$ cat src/rtl/minz_sweep_ctrl.sv
// Exhaustive sweep sequencer for the 4-input minz function: drives all 16 input
// vectors, samples z after a settle interval and scores the result against an expected table.
module minz_sweep_ctrl #(
  parameter int unsigned SETTLE = 2
) (
  input  logic        i_clk,
  input  logic        i_rst_n,
  input  logic        i_start,
  input  logic [15:0] i_exp,
  output logic        o_a,
  output logic        o_b,
  output logic        o_c,
  output logic        o_d,
  input  logic        i_z,
  output logic        o_busy,
  output logic        o_done,
  output logic        o_pass,
  output logic [15:0] o_table,
  output logic [4:0]  o_mism_cnt,
  output logic [3:0]  o_first_err
);

  typedef enum logic [1:0] {StIdle, StWait, StSample, StDone} state_e;

  localparam logic [3:0] SettleLast = 4'(SETTLE - 1);

  state_e      r_state, w_state_d;
  logic [3:0]  r_idx, w_idx_d;
  logic [3:0]  r_cnt, w_cnt_d;
  logic [15:0] r_exp, w_exp_d;
  logic [15:0] r_table, w_table_d;
  logic [4:0]  r_mism, w_mism_d;
  logic [3:0]  r_first, w_first_d;
  logic        r_pass, w_pass_d;

  always_ff @(posedge i_clk or negedge i_rst_n) begin
    if (!i_rst_n) begin
      r_state <= StIdle;
      r_idx   <= '0;
      r_cnt   <= '0;
      r_exp   <= '0;
      r_table <= '0;
      r_mism  <= '0;
      r_first <= '0;
      r_pass  <= 1'b0;
    end else begin
      r_state <= w_state_d;
      r_idx   <= w_idx_d;
      r_cnt   <= w_cnt_d;
      r_exp   <= w_exp_d;
      r_table <= w_table_d;
      r_mism  <= w_mism_d;
      r_first <= w_first_d;
      r_pass  <= w_pass_d;
    end
  end

  always_comb begin
    w_state_d = r_state;
    w_idx_d   = r_idx;
    w_cnt_d   = r_cnt;
    w_exp_d   = r_exp;
    w_table_d = r_table;
    w_mism_d  = r_mism;
    w_first_d = r_first;
    w_pass_d  = r_pass;
    case (r_state)
      StIdle: begin
        w_idx_d = '0;
        if (i_start) begin
          w_exp_d   = i_exp;
          w_cnt_d   = '0;
          w_table_d = '0;
          w_mism_d  = '0;
          w_first_d = '0;
          w_pass_d  = 1'b0;
          w_state_d = StWait;
        end
      end
      StWait: begin
        w_cnt_d = r_cnt + 4'd1;
        if (r_cnt == SettleLast) w_state_d = StSample;
      end
      StSample: begin
        w_table_d[r_idx] = i_z;
        if (i_z != r_exp[r_idx]) begin
          w_mism_d = r_mism + 5'd1;
          if (r_mism == 5'd0) w_first_d = r_idx;
        end
        if (r_idx == 4'd15) begin
          w_state_d = StDone;
        end else begin
          w_idx_d   = r_idx + 4'd1;
          w_cnt_d   = '0;
          w_state_d = StWait;
        end
      end
      StDone: begin
        // r_mism already includes the index-15 sample taken on the previous edge
        w_pass_d  = (r_mism == 5'd0);
        w_idx_d   = '0;
        w_state_d = StIdle;
      end
      default: w_state_d = StIdle;
    endcase
  end

  assign {o_a, o_b, o_c, o_d} = r_idx;
  assign o_busy      = (r_state != StIdle);
  assign o_done      = (r_state == StDone);
  assign o_pass      = r_pass;
  assign o_table     = r_table;
  assign o_mism_cnt  = r_mism;
  assign o_first_err = r_first;

endmodule

$ cat config.mk
export PLATFORM = sky130hd
export DESIGN_NAME = minz_sweep_ctrl
export DESIGN_NICKNAME = d
export VERILOG_FILES = /design/src/rtl/minz_sweep_ctrl.sv
export SDC_FILE = /design/constraint.sdc
export NUM_CORES = 1
export LEC_CHECK = 0
export ABC_AREA = 0
export CAP_MARGIN = 30
export CORE_ASPECT_RATIO = 2
export CORE_MARGIN = 1
export CORE_UTILIZATION = 50
export DETAILED_ROUTE_END_ITERATION = 16
export PLACE_DENSITY = 0.86
export SLEW_MARGIN = 20
export SYNTH_ARGS = -nofsm -noshare
export SYNTH_HDL_FRONTEND = slang
export SYNTH_SLANG_ARGS = --single-unit
$ cat constraint.sdc
create_clock -name i_clk -period 2.7 [get_ports i_clk]
set_input_delay 0.81 -clock i_clk [delete_from_list [all_inputs] [get_ports i_clk]]
set_output_delay 0.81 -clock i_clk [all_outputs]
set_load 0.05 [all_outputs]
==> metrics, run 1 <==
status=finished, final reports clean; largest net degree at the start of global routing=25; Crit path buffers/inverters=1; worst-path fanout max=13; syn avg cell area=between 10 and 15 sq um; post-synth top area share=a little under 50%; Synth Area in Compound Gates=approximately a fifth; die height=104.8 um; WL per Instance=around 16 um; Routed Antenna Nets=0; critical path launch point type=register; total number of vias=roughly 2100; number of synthesized flops with an enable pin=0; asr flop ratio synth=100.0%; I/O pins=52; Total GRT Usage=24.15%; CTS H-Tree Depth=2; CORE AREA=a little over 5000 sq um; area post-placement=~3200 sq um; clk_lat worst skew=just over 0.3 ns; Core Rows=37; prevailing post-synth register cell=dfrtp_1; largest family of logic cells by synthesized area=compound AO/OA/AOI/OAI gates; CTS resizes=0; Finished Core Util=65.53%; Crit-path slowest cell=clkdlybuf4s50_1; Synth Register Bits=52; mux cell area share after synthesis=11.37%; Filler cells=~390; crit path cell chain=clkdlybuf4s50_1; worst-case clock buffer depth=2; register area share after synthesis=around half; hold_buf cts=0; fin. max-slew vios=0; clock sinks=52; Worst Skew=~0.0046 ns; fin crit share=just under 100%; Achievable Freq=approximately 380 MHz; Worst-path clk slew=0.09 ns; Met2 Routed Length=3250 um; Worst setup EP type=primary output; final global-route overflow total=0; input/output buffers=51; Final #Nets=around 340; critical path arrival=between 1.5 and 2 ns; final setup fails=0; syn nets=282; MaxCap Viol Count=0; Setup Buffers After CTS=0; Max VDD drop=around 0.74 mV; Power Density=955.6 nW/um^2; Vias/cell=slightly below 6; Met1 Wirelength=roughly 2300 um; synthesis-to-finish area growth=26.34%; max layer used=met4; Sequential cell area=1301 sq um; Final min period=2.609 ns; Met3 Wirelength=around 230 um; CP peak stage delay=between 0.8 and 0.9 ns; antenna violations before repair=0; initial core utilization=51.87%; share of layout cells above drive strength 1=around 15%; Critical Path RT=approximately 1.9 ns; Root Driver=clkbuf_8; DRC viols=0; WS Path Type=reg -> out; CTS Buf Count=5; Leak=around 1.5 nW; synth warn=0; CP top delay family=buffers and inverters; drt initial violations=between 70 and 80; Adder-Cell Fraction of Synth Area=5.685%; hold_ws=around 0.37 ns; drt first pass iters=5; die area=around 5600 sq um; Syn Std Cell Area=between 2000 and 3000 sq um; synth unique cells=39; die width=around 53 um; Cells after Synth=250; vias in the first global route=2207; n_diodes=0; first-pass GRT wire length=around 9900 um; Slew headroom=~59%; top area cells in the synthesized netlist=dfrtp_1 (49%), o21ai_0 (7.4%), mux2_2 (6.8%); Multi-input gate area=between 1000 and 1500 sq um; Slew @ Worst Pin=between 0.5 and 0.6 ns; Routed WL=slightly below 6000 um; dpl ws=between 0.3 and 0.4 ns; Post-Synth Simple-Gate Area=10.23%; HP Class=in -> async; final hold vios=0; Final WS setup=around 0.091 ns; Post-Synth XOR/XNOR Area=0%; setup tns final=0 ns; routability cong.=roughly 0.8; post-route cell area=approximately 3300 sq um; Synth area leader=dfrtp_1; RSZ-0062 raised after global routing=no; CTS tree=yes; hpwl dp=approximately 4500 um; reg2reg setup slack=0.38 ns
-- state kept, by name, indices dropped and copies added (netlist names) --
| register | cells |
|---|---|
| o_first_err | 4 |
| o_mism_cnt | 5 |
| o_pass | 1 |
| o_table | 16 |
| r_cnt | 4 |
| r_exp | 16 |
| r_idx | 4 |
| r_state | 2 |
-- path summary, 6_finish.rpt --
kind	from	end	depth (start not counted)
setup reg to reg	r_idx[0]	o_mism_cnt[4]	6
min in group i_clk	o_table[5]	o_table[5]	2
hold reg to reg	o_table[5]	o_table[5]	2
max in group asynchronous	i_rst_n	r_exp[15]	2
setup / recovery	r_idx[3]	o_a	1
hold / removal	i_rst_n	r_cnt[2]	1
-- metal layers --
metal  track usage [%]  vias up
met3             4.221       15
met2             41.07       67
met4             12.78        0
met1             27.04     1053
li1                  -     1009
met5                 0        -
-- cells in the mapped netlist, types with 2 or more instances --
master,number
mux2_2,16
nor2_1,6
o21ai_1,6
mux4_2,4
a21oi_1,19
ha_1,12
nand2_1,20
nand4_1,3
mux2i_1,3
a21o_1,3
nand3_1,7
a31o_2,2
or2_2,3
dfrtp_1,52
o31ai_1,4
a22oi_2,2
a22o_1,2
o21ai_0,39
nand2b_1,5
o211ai_1,4
nor2b_1,4
inv_1,9
clkbuf_1,9
-- cells by family after synthesis --
group / after synthesis
mux: 23
flops: 52
compound gates: 88
fa+ha+maj: 12
buf+inv: 21
simple gates: 54
-- layout make-up --
cell class	count	area share [%]
tap	58	2.175
timing repair buffer	58	16.80
multi-input combinational	177	37.57
clock inverter	3	1.275
inverter	10	1.125
sequential	52	39.00
clock buffer	5	2.062
-- cell usage in the layout, fill, tap and decap left out, types with 2 or more instances in the layout --
cell	instances
a21o_1	3
a21oi_1	19
a22o_1	2
a22oi_2	2
a31o_2	2
buf_4	8
clkbuf_8	5
clkdlybuf4s50_1	47
dfrtp_1	52
dlymetal6s2s_1	2
ha_1	12
inv_1	9
mux2_2	16
mux2i_1	3
mux4_2	4
nand2_1	20
nand2b_1	5
nand3_1	7
nand4_1	3
nor2_1	6
nor2b_1	4
o211ai_1	4
o21ai_0	39
o21ai_1	6
o31ai_1	4
or2_2	3
-- report_power, final --
part	switching (W)	leakage, nW	internal [W]
Combinational	0.000913	0.735	0.000607
Sequential	0.000155	0.682	0.000983
Clock	0.000256	0.0541	0.000274
Total	0.00132	1.47	0.00186
-- metrics by stage --
step,std cells,total power [W]
floorplan,250,0.002237
global placement,355,0.002609
detailed placement,355,0.002670
CTS,363,0.003197
global route,363,0.003383
finish,363,0.003189
No activity file was read; power rests on OpenSTA's default activity.
==> inputs of run 2 (changes only) <==
==> constraint.sdc (replaced) <==
create_clock -name i_clk -period 2.7 [get_ports i_clk]
set_input_delay 0.81 -clock i_clk [delete_from_list [all_inputs] [get_ports i_clk]]
set_output_delay 0.81 -clock i_clk [all_outputs]
set_load 0.01 [all_outputs]
==> metrics, run 2 (synthesis results as in run 1) <==
CP peak stage delay=0.53 ns (was 0.89 ns); Total GRT Usage=24.31% (was 24.15%); Core Rows=37 (unchanged); Leak=1.439 nW (was 1.471 nW); final setup fails=0 (unchanged); drt initial violations=47 (was 72); Power Density=906.6 nW/um^2 (was 955.6 nW/um^2); fin. max-slew vios=0 (unchanged); status=finished, final reports clean (unchanged); reg2reg start=r_idx[0] (unchanged); die area=5595 sq um (unchanged); Reg2Reg Capture Point=o_mism_cnt[3] (was o_mism_cnt[4]); Final #Nets=333 (was 336); WS Path Type=reg -> out (unchanged); drt first pass iters=4 (was 5); final hold vios=0 (unchanged); reg2reg setup slack=0.36 ns (was 0.38 ns); clock sinks=52 (unchanged); n_diodes=0 (unchanged); die height=104.8 um (unchanged); antenna violations before repair=0 (unchanged); synthesis-to-finish area growth=26.43% (was 26.34%); Reg2Reg Depth=6 (unchanged); WL per Instance=16.64 um (was 16.37 um); hpwl dp=4494 um (was 4486 um); critical path launch point type=register (unchanged); fin crit share=91.23% (was 96.61%); Final min period=2.463 ns (was 2.609 ns); first-pass GRT wire length=9846 um (was 9915 um); Max VDD drop=0.7060 mV (was 0.7354 mV); Achievable Freq=406.0 MHz (was 383.4 MHz); CTS Buf Count=5 (unchanged); Worst setup EP type=primary output (unchanged); most frequent cells in the layout=dfrtp_1 (52), clkdlybuf4s50_1 (50), o21ai_0 (39) (was dfrtp_1 (52), clkdlybuf4s50_1 (47), o21ai_0 (39)); initial core utilization=51.87% (unchanged); Non-Filler Instances=360 (was 363); worst-case clock buffer depth=2 (unchanged); input/output buffers=51 (unchanged); routability cong.=0.8477 (was 0.8128); CTS H-Tree Depth=2 (unchanged); placed insts=352 (was 355); largest net degree at the start of global routing=30 (was 25); Crit-path slowest cell=clkdlybuf4s50_1 (unchanged); Critical Path RT=1.89 ns (about the same); hold_ws=0.4929 ns (was 0.3714 ns); hold_buf cts=0 (unchanged); I/O pins=52 (unchanged); clk_lat worst skew=0.31 ns (about the same); worst-path fanout max=5 (was 13); vias in the first global route=2236 (was 2207); Routed Antenna Nets=0 (unchanged); die width=53.40 um (unchanged); Critical Path Most Common Cell=inv_1; share of layout cells above drive strength 1=13.91% (was 15.08%); Worst Skew=0.007643 ns (was 0.004584 ns); crit path cell chain=inv_1 > ha_1 > inv_1 > clkdlybuf4s50_1 (was clkdlybuf4s50_1); total number of vias=2151 (was 2144); commonest non-fill, non-tap cell in the layout=dfrtp_1 (unchanged); MaxCap Viol Count=0 (unchanged); final global-route overflow total=0 (unchanged); Worst-path clk slew=0.09 ns (about the same); Slew headroom=58.35% (was 59.44%); HP Class=in -> async (unchanged); CTS tree=yes (unchanged); Routed WL=5990 um (was 5943 um); Final WS setup=0.2368 ns (was 0.09144 ns); setup tns final=0 ns (unchanged); Setup Buffers After CTS=0 (unchanged); DRC viols=0 (unchanged); dpl ws=0.3196 ns (was 0.3242 ns); critical path arrival=1.65 ns (was 1.80 ns); Slew @ Worst Pin=0.6161 ns (was 0.5999 ns); CTS resizes=0 (unchanged); CORE AREA=5092 sq um (unchanged); RSZ-0062 raised after global routing=no (unchanged); Vias/cell=5.975 (was 5.906); Root Driver=clkbuf_8 (unchanged)
run 2: cell count changes in the layout (fill, tap and decap cells not counted):
| cell | change |
|---|---|
| clkbuf_8 | +2 |
| clkdlybuf4s50_1 | +3 |
| buf_12 | +1 |
| dlymetal6s2s_1 | -2 |
| buf_4 | -5 |
| clkinvlp_4 | -1 |
| clkinv_2 | -1 |
run 2: report_power, final:
group          internal, W  switching, W  leakage [nW]
sequential        0.000982      0.000163         0.682
combinational     0.000608      0.000699         0.692
clock             0.000327      0.000248        0.0645
run 2: through the flow:
| stage | area [sq um] | utilization (%) | total power, W |
|---|---|---|---|
| after global routing | 3339 | 65.58 | 0.003236 |
| after floorplan | 2641 | - | 0.002032 |
| after detailed placement | 3213 | 63.10 | 0.002463 |
| after global placement | 3213 | 63.10 | 0.002405 |
| after CTS | 3339 | 65.58 | 0.003039 |
| final | 3339 | 65.58 | 0.003028 |
run 2: worst max-delay path by stage:
stage	from	to	slack, ns	cells past startpoint
final	r_state[1]	o_busy	0.24	4
after detailed placement	i_start	o_first_err[0]	0.32	7
after global placement	i_start	o_first_err[1]	0.37	7
after floorplan	r_idx[0]	o_mism_cnt[4]	0.63	7
after CTS	r_state[0]	o_busy	0.23	4
after global routing	r_state[1]	o_busy	0.1	4
run 2: metal layers:
layer,global-route usage (%),part of all wire (%)
met5,0,0
met4,16.35,5.2
met3,5.531,4.1
met2,41.34,55
met1,24.54,36
run 2: layout make-up:
type / instances / area (sq um)
Sequential cell: 52 / 1301
Inverter: 10 / 37.54
Clock inverter: 1 / 30.03
Timing Repair Buffer: 55 / 548.0
Multi-Input combinational cell: 177 / 1254
Clock buffer: 7 / 96.34
Tap cell: 58 / 72.57
Fill cell: 408 / 1753
run 2: critical path, delay by kind of cell, from the launching register on:
| kind | cells | cell delay (ns) |
|---|---|---|
| flops | 1 | 0.43 |
| buf+inv | 3 | 0.70 |
| fa+ha+maj | 1 | 0.23 |
==> inputs of run 3 (changes only) <==
==> constraint.sdc (replaced) <==
create_clock -name i_clk -period 2.7 [get_ports i_clk]
set_input_delay 0.54 -clock i_clk [delete_from_list [all_inputs] [get_ports i_clk]]
set_output_delay 0.54 -clock i_clk [all_outputs]
set_load 0.01 [all_outputs]
==> metrics, run 3 (synthesis results as in run 1) <==
status=finished, final reports clean (unchanged); fin crit share=87.01% (was 91.23%); Critical Path RT=2.90 ns (was 1.89 ns); largest net degree at the start of global routing=53 (was 30); Routed WL=5837 um (was 5990 um); commonest non-fill, non-tap cell in the layout=dfrtp_1 (unchanged); worst-path fanout max=10 (was 5); synthesis-to-finish area growth=24.40% (was 26.43%); die width=53.40 um (unchanged); first-pass GRT wire length=9873 um (was 9846 um); die height=104.8 um (unchanged); drt initial violations=38 (was 47); Max VDD drop=0.6803 mV (was 0.7060 mV); routability cong.=0.8285 (was 0.8477); Slew headroom=57.62% (was 58.35%); Power Density=869.1 nW/um^2 (was 906.6 nW/um^2); hold_buf cts=0 (unchanged); antenna violations before repair=0 (unchanged); Worst setup EP type=register (was primary output); I/O pins=52 (unchanged); Routed Antenna Nets=0 (unchanged); critical path launch point type=register (unchanged); Multi-input gate area=1254 sq um (unchanged); fin. max-slew vios=0 (unchanged); CTS resizes=0 (unchanged); input/output buffers=51 (unchanged); Worst Skew=0.007925 ns (was 0.007643 ns); WS Path Type=reg -> reg (was reg -> out); die area=5595 sq um (unchanged); CORE AREA=5092 sq um (unchanged); reg2reg setup slack=0.35 ns (was 0.36 ns); Leak=1.416 nW (was 1.439 nW); final setup fails=0 (unchanged); critical path arrival=2.55 ns (was 1.65 ns); Finished Core Util=64.52% (was 65.58%); WL per Instance=16.21 um (was 16.64 um); CTS tree=yes (unchanged); CTS H-Tree Depth=2 (unchanged); n_diodes=0 (unchanged); setup tns final=0 ns (unchanged); Root Driver=clkbuf_8 (unchanged); drt first pass iters=4 (unchanged); final hold vios=0 (unchanged); vias in the first global route=2144 (was 2236); DRC viols=0 (unchanged); Worst-path clk slew=0.09 ns (about the same); initial core utilization=51.87% (unchanged); clock sinks=52 (unchanged); Setup Buffers After CTS=0 (unchanged); share of layout cells above drive strength 1=13.58% (was 13.91%); Core Rows=37 (unchanged); most frequent cells in the layout=dfrtp_1 (52), clkdlybuf4s50_1 (50), o21ai_0 (39) (unchanged); Vias/cell=5.850 (was 5.975); Achievable Freq=425.7 MHz (was 406.0 MHz); final global-route overflow total=0 (unchanged); Total GRT Usage=24.06% (was 24.31%); Filler cells=412 (was 408); Final #Nets=334 (was 333); hpwl dp=4312 um (was 4494 um); worst-case clock buffer depth=2 (unchanged); Slew @ Worst Pin=0.6357 ns (was 0.6161 ns); clk_lat worst skew=0.31 ns (about the same); Final min period=2.349 ns (was 2.463 ns); RSZ-0062 raised after global routing=no (unchanged); HP Class=in -> async (unchanged); MaxCap Viol Count=0 (unchanged); total number of vias=2106 (was 2151); CTS Buf Count=5 (unchanged); Sequential cell area=1301 sq um (unchanged)
run 3: changes by cell type in the layout (fill, tap and decap cells not counted):
cell       before  now
buf_4           3    5
buf_12          1    0
clkbuf_8        7    5
bufinv_16       1    0
clkinv_2        0    1
clkbuf_1        0    1
run 3: critical path: stages, from the launching register on:
cell,delay [ns]
dfrtp_1,0.64
mux4_2,0.60
a22oi_2,0.26
nand3_2,0.14
a31oi_4,0.30
nand4_1,0.16
mux2i_1,0.14
run 3: path summary, 6_finish.rpt:
path,startpoint,endpoint,depth (start not counted)
setup / recovery,r_idx[0],o_mism_cnt[4],6
hold / removal,i_rst_n,r_cnt[2],2
setup reg to reg,r_idx[0],o_mism_cnt[4],6
hold reg to reg,r_exp[6],r_exp[6],1
max in group asynchronous,i_rst_n,r_exp[14],2
min in group i_clk,r_exp[6],r_exp[6],1
run 3: metrics by stage:
stage / hold WS [ns] / power [W] / area (sq um) / cells / setup slack (ns)
finish: 0.3350 / 0.002855 / 3286 / 360 / 0.3508
global route: 0.4004 / 0.003060 / 3286 / 360 / 0.1841
CTS: 0.3661 / 0.002870 / 3286 / 360 / 0.3214
detailed placement: 0.4901 / 0.002447 / 3208 / 353 / 0.3680
global placement: 0.4836 / 0.002382 / 3201 / 352 / 0.05097
floorplan: 0.2444 / 0.002032 / 2641 / 250 / 0.6319
run 3: routing by layer:
| metal | global-route usage, % | part of all wire, % |
|---|---|---|
| met3 | 3.348 | 3.4 |
| met5 | 0 | 0 |
| met1 | 26.72 | 37 |
| met2 | 40.71 | 56 |
| met4 | 14.66 | 3.7 |
run 3: area by class of cell:
cell class	count	share of cell area [%]
repair buffers	56	16.53
clock buffers	6	2.209
clock inverters	1	0.1523
well taps	58	2.209
flip-flops and latches	52	39.60
inverters	10	1.142
multi-input cells	177	38.16
run 3: power by group:
group | switching, W | internal (W)
sequential | 0.000164 | 0.000982
clock | 0.000242 | 0.000177
combinational | 0.000687 | 0.000603
total | 0.00109 | 0.00176
